[src/rtl/i2s_rx_ctrl_pkg.sv]
// Shared types and defaults for the I2S receive run/stop sequencer.
package i2s_ctrl_pkg;

  typedef enum logic [2:0] {
    IDLE      = 3'd0,
    ARM       = 3'd1,
    RUN       = 3'd2,
    STOP_WAIT = 3'd3,
    DRAIN_DEC = 3'd4,
    FLUSH     = 3'd5
  } state_t;

  localparam int unsigned CW_DEFAULT = 16;

endpackage

[src/rtl/i2s_rx_ctrl_if.sv]
// Link between the sequencer, the I2S master (ws/en) and the sample FIFO.
interface i2s_rx_ctrl_if;

  logic ws;
  logic en;
  logic fifo_wr;
  logic fifo_full;
  logic fifo_empty;
  logic fifo_rd;

  modport master (
    input  ws, fifo_wr, fifo_full, fifo_empty,
    output en, fifo_rd
  );

  modport slave (
    output ws, fifo_wr, fifo_full, fifo_empty,
    input  en, fifo_rd
  );

endinterface

[src/rtl/i2s_edge_det.sv]
// Registered single-edge detector; the history flop resets to RST_LVL so
// no spurious edge is reported when reset releases.
module i2s_edge_det #(
  parameter logic RST_LVL  = 1'b0,
  parameter bit   DET_FALL = 1'b1
) (
  input  logic clk,
  input  logic rst_n,
  input  logic i_d,
  output logic o_edge
);

  logic r_q;

  always_ff @(posedge clk) begin
    if (!rst_n) r_q <= RST_LVL;
    else        r_q <= i_d;
  end

  assign o_edge = DET_FALL ? (~i_d & r_q) : (i_d & ~r_q);

endmodule

[src/rtl/i2s_rx_ctrl.sv]
// Run/stop sequencer for the I2S receive master: frame-aligned enable,
// frame counting, optional FIFO drain on stop, sticky overrun and done pulse.
module i2s_rx_ctrl
  import i2s_ctrl_pkg::*;
#(
  parameter int unsigned CW        = CW_DEFAULT,
  parameter int unsigned FLUSH_MAX = 32
) (
  input  logic          clk,
  input  logic          rst_n,
  input  logic          start,
  input  logic          stop,
  input  logic          flush_on_stop,
  input  logic [CW-1:0] frame_target,
  input  logic          clr_status,
  i2s_rx_ctrl_if.master bus,
  output logic          busy,
  output logic          done,
  output logic          overrun,
  output logic [CW-1:0] frames
);

  localparam int unsigned   NW           = $clog2(FLUSH_MAX + 1);
  localparam logic [NW-1:0] LP_FLUSH_MAX = NW'(FLUSH_MAX);

  state_t        r_state, w_state_nxt;
  logic [CW-1:0] r_target;
  logic [CW-1:0] r_frames, w_frames_nxt, w_frames_sat;
  logic [NW-1:0] r_cnt, w_cnt_nxt, w_cnt_inc;
  logic          r_flush;
  logic          r_from_run;
  logic          r_en;
  logic          r_done, w_done_nxt;
  logic          r_overrun;
  logic          w_fifo_rd;
  logic          w_ws_fall;
  logic          w_hit;

  i2s_edge_det #(
    .RST_LVL  (1'b1),
    .DET_FALL (1'b1)
  ) u_ws_det (
    .clk    (clk),
    .rst_n  (rst_n),
    .i_d    (bus.ws),
    .o_edge (w_ws_fall)
  );

  assign w_frames_sat = (r_frames == '1) ? r_frames : r_frames + CW'(1);
  assign w_hit        = (r_target != '0) && ((r_frames + CW'(1)) == r_target);
  assign w_cnt_inc    = r_cnt + NW'(1);

  always_comb begin
    w_state_nxt  = r_state;
    w_frames_nxt = r_frames;
    w_cnt_nxt    = r_cnt;
    w_done_nxt   = 1'b0;
    w_fifo_rd    = 1'b0;
    unique case (r_state)
      IDLE: begin
        if (start) begin
          w_state_nxt  = ARM;
          w_frames_nxt = '0;
          w_cnt_nxt    = '0;
        end
      end
      ARM: begin
        if (stop)           w_state_nxt = STOP_WAIT;
        else if (w_ws_fall) w_state_nxt = RUN;
      end
      RUN: begin
        // A target-reaching frame boundary outranks a coincident stop.
        if (w_ws_fall) begin
          w_frames_nxt = w_frames_sat;
          if (w_hit)     w_state_nxt = DRAIN_DEC;
          else if (stop) w_state_nxt = STOP_WAIT;
        end else if (stop) begin
          w_state_nxt = STOP_WAIT;
        end
      end
      STOP_WAIT: begin
        if (w_ws_fall) begin
          if (r_from_run) w_frames_nxt = w_frames_sat;
          w_state_nxt = DRAIN_DEC;
        end
      end
      DRAIN_DEC: begin
        w_cnt_nxt = '0;
        if (r_flush) begin
          w_state_nxt = FLUSH;
        end else begin
          w_state_nxt = IDLE;
          w_done_nxt  = 1'b1;
        end
      end
      FLUSH: begin
        if (bus.fifo_empty) begin
          w_state_nxt = IDLE;
          w_done_nxt  = 1'b1;
        end else begin
          w_fifo_rd = 1'b1;
          w_cnt_nxt = w_cnt_inc;
          if (w_cnt_inc == LP_FLUSH_MAX) begin
            w_state_nxt = IDLE;
            w_done_nxt  = 1'b1;
          end
        end
      end
      default: w_state_nxt = IDLE;
    endcase
  end

  always_ff @(posedge clk) begin
    if (!rst_n) begin
      r_state    <= IDLE;
      r_frames   <= '0;
      r_cnt      <= '0;
      r_target   <= '0;
      r_flush    <= 1'b0;
      r_from_run <= 1'b0;
      r_en       <= 1'b0;
      r_done     <= 1'b0;
      r_overrun  <= 1'b0;
    end else begin
      r_state   <= w_state_nxt;
      r_frames  <= w_frames_nxt;
      r_cnt     <= w_cnt_nxt;
      r_done    <= w_done_nxt;
      r_en      <= (w_state_nxt == ARM) || (w_state_nxt == RUN) ||
                   (w_state_nxt == STOP_WAIT);
      r_overrun <= (bus.fifo_wr & bus.fifo_full) | (r_overrun & ~clr_status);
      if (r_state == IDLE && start) begin
        r_target <= frame_target;
        r_flush  <= flush_on_stop;
      end
      if (w_state_nxt == STOP_WAIT && r_state != STOP_WAIT)
        r_from_run <= (r_state == RUN);
    end
  end

  assign bus.en      = r_en;
  assign bus.fifo_rd = w_fifo_rd;
  assign busy        = (r_state != IDLE);
  assign done        = r_done;
  assign overrun     = r_overrun;
  assign frames      = r_frames;

endmodule

[src/flat_wrapper.sv]
// flat-port wrapper written by rule: the top's interface ports become plain ports
module i2s_rx_ctrl_flat import i2s_ctrl_pkg::*;
#(
  parameter int unsigned CW        = CW_DEFAULT,
  parameter int unsigned FLUSH_MAX = 32
)
  (clk, rst_n, start, stop, flush_on_stop, frame_target, clr_status, busy, done, overrun, frames, bus_ws, bus_fifo_wr, bus_fifo_full, bus_fifo_empty, bus_en, bus_fifo_rd);
  i2s_rx_ctrl_if bus_i ();
  input  logic clk;
  input  logic rst_n;
  input  logic start;
  input  logic stop;
  input  logic flush_on_stop;
  input  logic [CW-1:0] frame_target;
  input  logic clr_status;
  output logic busy;
  output logic done;
  output logic overrun;
  output logic [CW-1:0] frames;
  input wire logic [$bits(bus_i.ws)-1:0] bus_ws;
  input wire logic [$bits(bus_i.fifo_wr)-1:0] bus_fifo_wr;
  input wire logic [$bits(bus_i.fifo_full)-1:0] bus_fifo_full;
  input wire logic [$bits(bus_i.fifo_empty)-1:0] bus_fifo_empty;
  output wire logic [$bits(bus_i.en)-1:0] bus_en;
  output wire logic [$bits(bus_i.fifo_rd)-1:0] bus_fifo_rd;
  assign bus_i.ws = bus_ws;
  assign bus_i.fifo_wr = bus_fifo_wr;
  assign bus_i.fifo_full = bus_fifo_full;
  assign bus_i.fifo_empty = bus_fifo_empty;
  assign bus_en = bus_i.en;
  assign bus_fifo_rd = bus_i.fifo_rd;
  i2s_rx_ctrl #(.CW(CW), .FLUSH_MAX(FLUSH_MAX)) u_core (.clk(clk), .rst_n(rst_n), .start(start), .stop(stop), .flush_on_stop(flush_on_stop), .frame_target(frame_target), .clr_status(clr_status), .bus(bus_i), .busy(busy), .done(done), .overrun(overrun), .frames(frames));
endmodule
[config.mk]
export PLATFORM = sky130hd
export DESIGN_NAME = i2s_rx_ctrl_flat
export DESIGN_NICKNAME = d
export VERILOG_FILES = /design/src/rtl/i2s_rx_ctrl_pkg.sv /design/src/rtl/i2s_rx_ctrl_if.sv /design/src/rtl/i2s_edge_det.sv /design/src/rtl/i2s_rx_ctrl.sv /design/src/flat_wrapper.sv
export SDC_FILE = /design/constraint.sdc
export NUM_CORES = 1
export LEC_CHECK = 0
export CORE_MARGIN = 4
export CORE_UTILIZATION = 30
export DETAILED_ROUTE_END_ITERATION = 7
export PLACE_DENSITY = 0.47
export SETUP_SLACK_MARGIN = 0.4
export SLEW_MARGIN = 20
export SYNTH_ARGS = -nofsm -noshare
export SYNTH_HDL_FRONTEND = slang
export SYNTH_SLANG_ARGS = --single-unit
export TNS_END_PERCENT = 50
[constraint.sdc]
create_clock -name clk -period 3.9 [get_ports clk]
set_input_delay 0.78 -clock clk [delete_from_list [all_inputs] [get_ports clk]]
set_output_delay 0.78 -clock clk [all_outputs]
set_load 0.01 [all_outputs]
Yosys cells after proc, flatten, opt, wreduce, memory -nomap -nowiden
Cells that the tools add are included.
- flip-flop bits (word level): 47
- input bits: 26
- output and inout bits: 21
- word-level logic and storage cells: 73
- add/subtract/negate cells: 2
- equality and inequality tests: 17
- multiplexer cells: 26
- bitwise logic cells: 6
- reduce and logical (&&, ||, !) cells: 12
- operators by type and width (operator ; number):
    16-bit two-way mux ; 5
    16-bit case mux with 3 select lines ; 1
    3-bit two-way mux ; 10
    3-bit case mux with 6 select lines ; 1
    6-bit case mux with 3 select lines ; 1
    16-bit by 1-bit adder with 16-bit output (second input constant) ; 1
    16-bit equality test ; 1
    16-bit equality test (second input constant) ; 1
    16-bit nonzero test ; 1
    3-bit by 2-bit equality test with 1-bit output (second input constant) ; 4
    6-bit two-way mux ; 2
    3-bit nonzero test ; 3
    2-bit inequality test (second input constant) ; 4
    6-bit by 1-bit adder with 6-bit output (second input constant) ; 1
    3-bit by 1-bit equality test with 1-bit output (second input constant) ; 2
    3-bit equality test (second input constant) ; 2
    6-bit equality test (second input constant) ; 1
    1-bit two-way mux ; 5
    5-bit AND reduction ; 1
    1-bit AND ; 3
    1-bit logical AND ; 3
    3-bit logical NOT ; 1
    3-bit by 2-bit inequality test with 1-bit output (second input constant) ; 1
    3-bit AND reduction ; 1
    5 further kinds ; 7

Depth between registers and ports, before layout
- depth in word-level cells: 9
- gate-level depth with buffers: 8
- mapped depth without buffers: 7

Cells and area by module
A second synthesis with hierarchy kept.
- cells, all modules: 361
- area total of the unflattened synthesis: 2847.7 um2
- by module, submodules not included (module ; times used ; cells an instance ; area each (um2) ; seq. area each (um2)):
    i2s_rx_ctrl ; 1 ; 358 ; 2815.2 ; 920.9
    i2s_edge_det ; 1 ; 3 ; 32.5 ; 20.0

Worst setup path after synthesis
OpenSTA, ideal clock, no wires.
- path type: reg2reg
- from: register u_core.r_frames[0] (netlist: u_core.frames[0])
- to: register u_core.r_frames[10] (netlist: u_core.frames[10])
- library setup time: 0.136 ns
- arrival time: 2.112 ns
- data required time: 3.764 ns
- slack: 1.652 ns
- stages on the path, launching flop included: 9
- path buffers: 1
- period minus slack after synthesis: 2.248 ns
- cells stage by stage: dfxtp_1 > ha_1 > nand3_2 > or4_4 > o211ai_2 > buf_4 > nor2_1 > o21ai_1 > a31oi_1
- longest elaborated chain between the ends: 5
- elaborated cells between the ends (all ways): 7
- those cells by class: add/sub: 1; eq/ne: 1; mux: 5
- ends and longest elaborated chain (what ; line ; text):
    from (decl) ; i2s_rx_ctrl.sv:28 ; logic [CW-1:0] r_frames, w_frames_nxt, w_frames_sat;
    from (signal assigned) ; i2s_rx_ctrl.sv:126 ; r_frames <= w_frames_nxt;
    16-bit by 1-bit adder with 16-bit output / 16-bit equality test (equally long branches) ; i2s_rx_ctrl.sv:49 ; assign w_frames_sat = (r_frames == '1) ? r_frames : r_frames + CW'(1);
    16-bit two-way mux (*) ; i2s_rx_ctrl.sv:49 ;
    16-bit two-way mux ; i2s_rx_ctrl.sv:83 ; if (r_from_run) w_frames_nxt = w_frames_sat;
    16-bit two-way mux ; i2s_rx_ctrl.sv:82 ; if (w_ws_fall) begin
    16-bit case mux with 3 select lines (*) ; i2s_rx_ctrl.sv:59 ; unique case (r_state)
Every way passes the cells marked *; elsewhere a longest branch is shown, timed or not. The select of a mux whose other input is x is not followed.
A chain may end at the register's enable or synchronous reset.

Worst setup path after layout
- from: register u_core.r_state[2]
- to: output port bus_fifo_rd
- longest elaborated chain between the ends: 2
- ends and longest elaborated chain (what ; line ; text):
    from (decl) ; i2s_rx_ctrl.sv:26 ; state_t r_state, w_state_nxt;
    from (signal assigned) ; i2s_rx_ctrl.sv:125 ; r_state <= w_state_nxt;
    3-bit equality test ; i2s_rx_ctrl.sv:59 ;
    1-bit two-way mux ; i2s_rx_ctrl.sv:59 ;
    to (decl) ; flat_wrapper.sv:25 ; output wire logic [$bits(bus_i.fifo_rd)-1:0] bus_fifo_rd;
Every way passes these cells.

==> out/results.tsv <==
metric	value	unit
status	completed	
crit path cell chain	nor2b_1 > nand2_1 > or2_1 > inv_1 > clkdlybuf4s50_1	
TritonCTS Sinks	47	
Final Max Tran Viols	0	
period utilization	77.2	%
CP required	3120	ps
vias in the first global route	2423	
IO buf count	46	
Fin. Hold Viols	0	
min Tclk post-route	3010	ps
Worst setup EP type	primary output	
main combinational cell family by area after synthesis	simple AND/OR/NAND/NOR gates	
post-synthesis simple-gate area fraction	31.5	%
Register-to-Register Path Depth	7	
core box area	8810	um^2
worst hold start	u_core.r_flush	
Yosys cell types	57	
ant diodes	0	
Mapped Area	2740	um^2
synthesized flop and latch total	47	
fillers	914	
worst hold slack	470	ps
Critical Path Slowest Stage Cell	dfxtp_1	
Longest Clk Path Bufs	2	
ANT nets after route	0	
WP data arrival	2230	ps
synth top area cells	dfxtp_1 34%, nand2_1 8.6%, xnor2_1 4.2%	
slew margin rel.	43.2	%
Area Growth Syn to Fin	21.8	%
placer congestion estimate	0.769	
root buffer cell	clkbuf_8	
RSZ-0062 raised after global routing	false	
Initial Utilization	31.1	%
FF-to-FF Start	u_core.frames[0]	
largest net degree at the start of global routing	27	
initial drt markers	90	
GR Overflow Total	0	
htree depth	2	
Via Count	2546	
leading area contributor after synthesis	dfxtp_1	
final setup margin	888	ps
Fin Setup TNS	0	ps
Seq/Total Area, Yosys	34.4	%
ys flop type	dfxtp_1	
Post-synth ARST share	0	%
syn nets	378	
crit path max fanout	10	
Max Freq	332	MHz
DP Worst Slack	901	ps
die span in y	104	um
initial antenna violation count	0	
r2r setup slk	1180	ps
Post-synth EDFFs	0	
Worst Tran Pin Value	849	ps
Hold Path Depth	2	
final net count	409	
FF-to-FF End	u_core.frames[13]	
Rows	34	
DRC	0	
Pre-Repair DR Iteration Count	4	
Ports	47	
synthesized instance count	350	
multi-input logic area	1680	um^2
Post-CTS Hold Fix Bufs	0	
Max rail drop VDD	0.000122	V
CP Class	register to primary output	
Vias per Instance	5.20	
Synth Area in Compound Gates	21.0	%
routed len/inst	14.3	um
mux share of post-synthesis cell area	1.14	%
clk slew on worst S/H paths	90	ps
total track usage	13.4	%
die area	10700	um^2
highest cell delay on the worst timing path	560	ps
syn avg cell area	7.82	um^2
Adder-Cell Fraction of Synth Area	0.914	%
TritonCTS Buffers	5	
worst hold endpoint	u_core.r_flush	
Leak	1.15	nW
hold crit path type	register to register	
# setup viols final	0	
share of the synthesized area in the top cell type	34.4	%
first-pass GRT wire length	12000	um
CTS tree	done	
CTS resizes	0	
drt total wl	7010	um
Worst Setup Start Kind	register	
most frequent cell after synthesis	nand2_1	
setup bufs post-CTS	0	
PwrDens	318	nW/um^2
MaxCap Viol Count	0	
Clock Skew	3.45	ps
Die W	104	um
area taken by flip-flops and latches	941	um^2
dpl hpwl	5150	um
Ys Warns	0	
Post-synth top cells	63 x nand2_1, 47 x dfxtp_1, 19 x clkbuf_1	
XOR/XNOR Fraction of Synth Area	6.67	%
clk_lat worst skew	300	ps
share of cells above drive strength 1	6.02	%
## logic make-up after synthesis
logic type      count (synthesis)
buf+inv                        28
compound gates                 87
simple gates                  163
xor+xnor                       20
mux                             3
fa+ha+maj                       2
flops                          47
## metal layers
layer  global-route usage (%)  vias to the layer above  part of all wire, %  wire length [um]
met1                     18.7                     1180                   51              3590
met4                     4.18                        0                  1.4               101
met3                     2.55                        7                  4.1               290
met5                        0                        -                    0                 0
met2                     20.8                       57                   43              3020
li1                         -                     1302                    -                 -
## cells in the final DEF, fill, tap and decap left out, types with 3 or more instances in the layout
| cell type | n |
|---|---|
| a21oi_1 | 11 |
| nand2_1 | 63 |
| nor2_1 | 16 |
| inv_1 | 3 |
| clkdlybuf4s50_1 | 46 |
| nand3_1 | 11 |
| xnor2_1 | 13 |
| or3_1 | 3 |
| o21ai_0 | 8 |
| nor3b_1 | 4 |
| xor2_1 | 6 |
| clkbuf_8 | 5 |
| o21ai_1 | 15 |
| clkinv_2 | 3 |
| and3_1 | 6 |
| a31oi_1 | 14 |
| dfxtp_1 | 47 |
| nor3_1 | 6 |
| nor4_1 | 6 |
| nand4_1 | 8 |
| buf_4 | 3 |
| a21boi_0 | 9 |
| a21boi_1 | 12 |
| o211ai_1 | 4 |
| nor2b_1 | 10 |
| nand2b_1 | 9 |
## power breakdown
| group | switching [mW] | internal [mW] |
|---|---|---|
| registers | 0.0328 | 0.504 |
| clock network | 0.173 | 0.123 |
| logic | 0.118 | 0.108 |
## through the flow
stage	cell area [um^2]	utilization, %	power, mW	instances
CTS	3330	37.9	1.08	490
global route	3330	37.9	1.12	490
floorplan	2740	-	0.695	350
global placement	3250	36.9	0.776	482
detailed placement	3250	36.9	0.777	482
finish	3330	37.9	1.06	490
## worst max-delay path: cells and delay by family, from the launching register on
family / cells / cell delay [ps]
DFF: 1 / 560
and+or+nand+nor: 3 / 690
buffers and inverters: 2 / 670
## flip-flops by register name (all words and copies together), names as in the netlist
register             flops
u_core.frames           16
u_core.r_target         16
u_core.r_cnt             6
u_core.r_state           3
u_core.bus.en            1
u_core.done              1
u_core.overrun           1
u_core.r_flush           1
u_core.r_from_run        1
u_core.u_ws_det.r_q      1
## area by class of cell
type / count / share of cell area [%]
clock inverter: 3 / 0.450
multi-input combinational: 275 / 50.4
clock buffer: 5 / 2.06
inverter: 3 / 0.338
sequential: 47 / 28.2
tap: 108 / 4.05
timing repair buffer: 49 / 14.5
## worst max path at each step
stage | startpoint | endpoint | slack, ps | cells after the start
5_1_grt | u_core.r_state[2] | bus_fifo_rd | 720 | 5
6_report | u_core.r_state[2] | bus_fifo_rd | 890 | 5
3_5_place_dp | bus_fifo_empty | bus_fifo_rd | 900 | 4
2_1_floorplan | u_core.frames[0] | u_core.frames[10] | 1650 | 8
4_1_cts | u_core.r_state[2] | bus_fifo_rd | 890 | 5
3_3_place_gp | bus_fifo_empty | bus_fifo_rd | 910 | 4
Note: power is estimated with default switching activity, not from simulation.
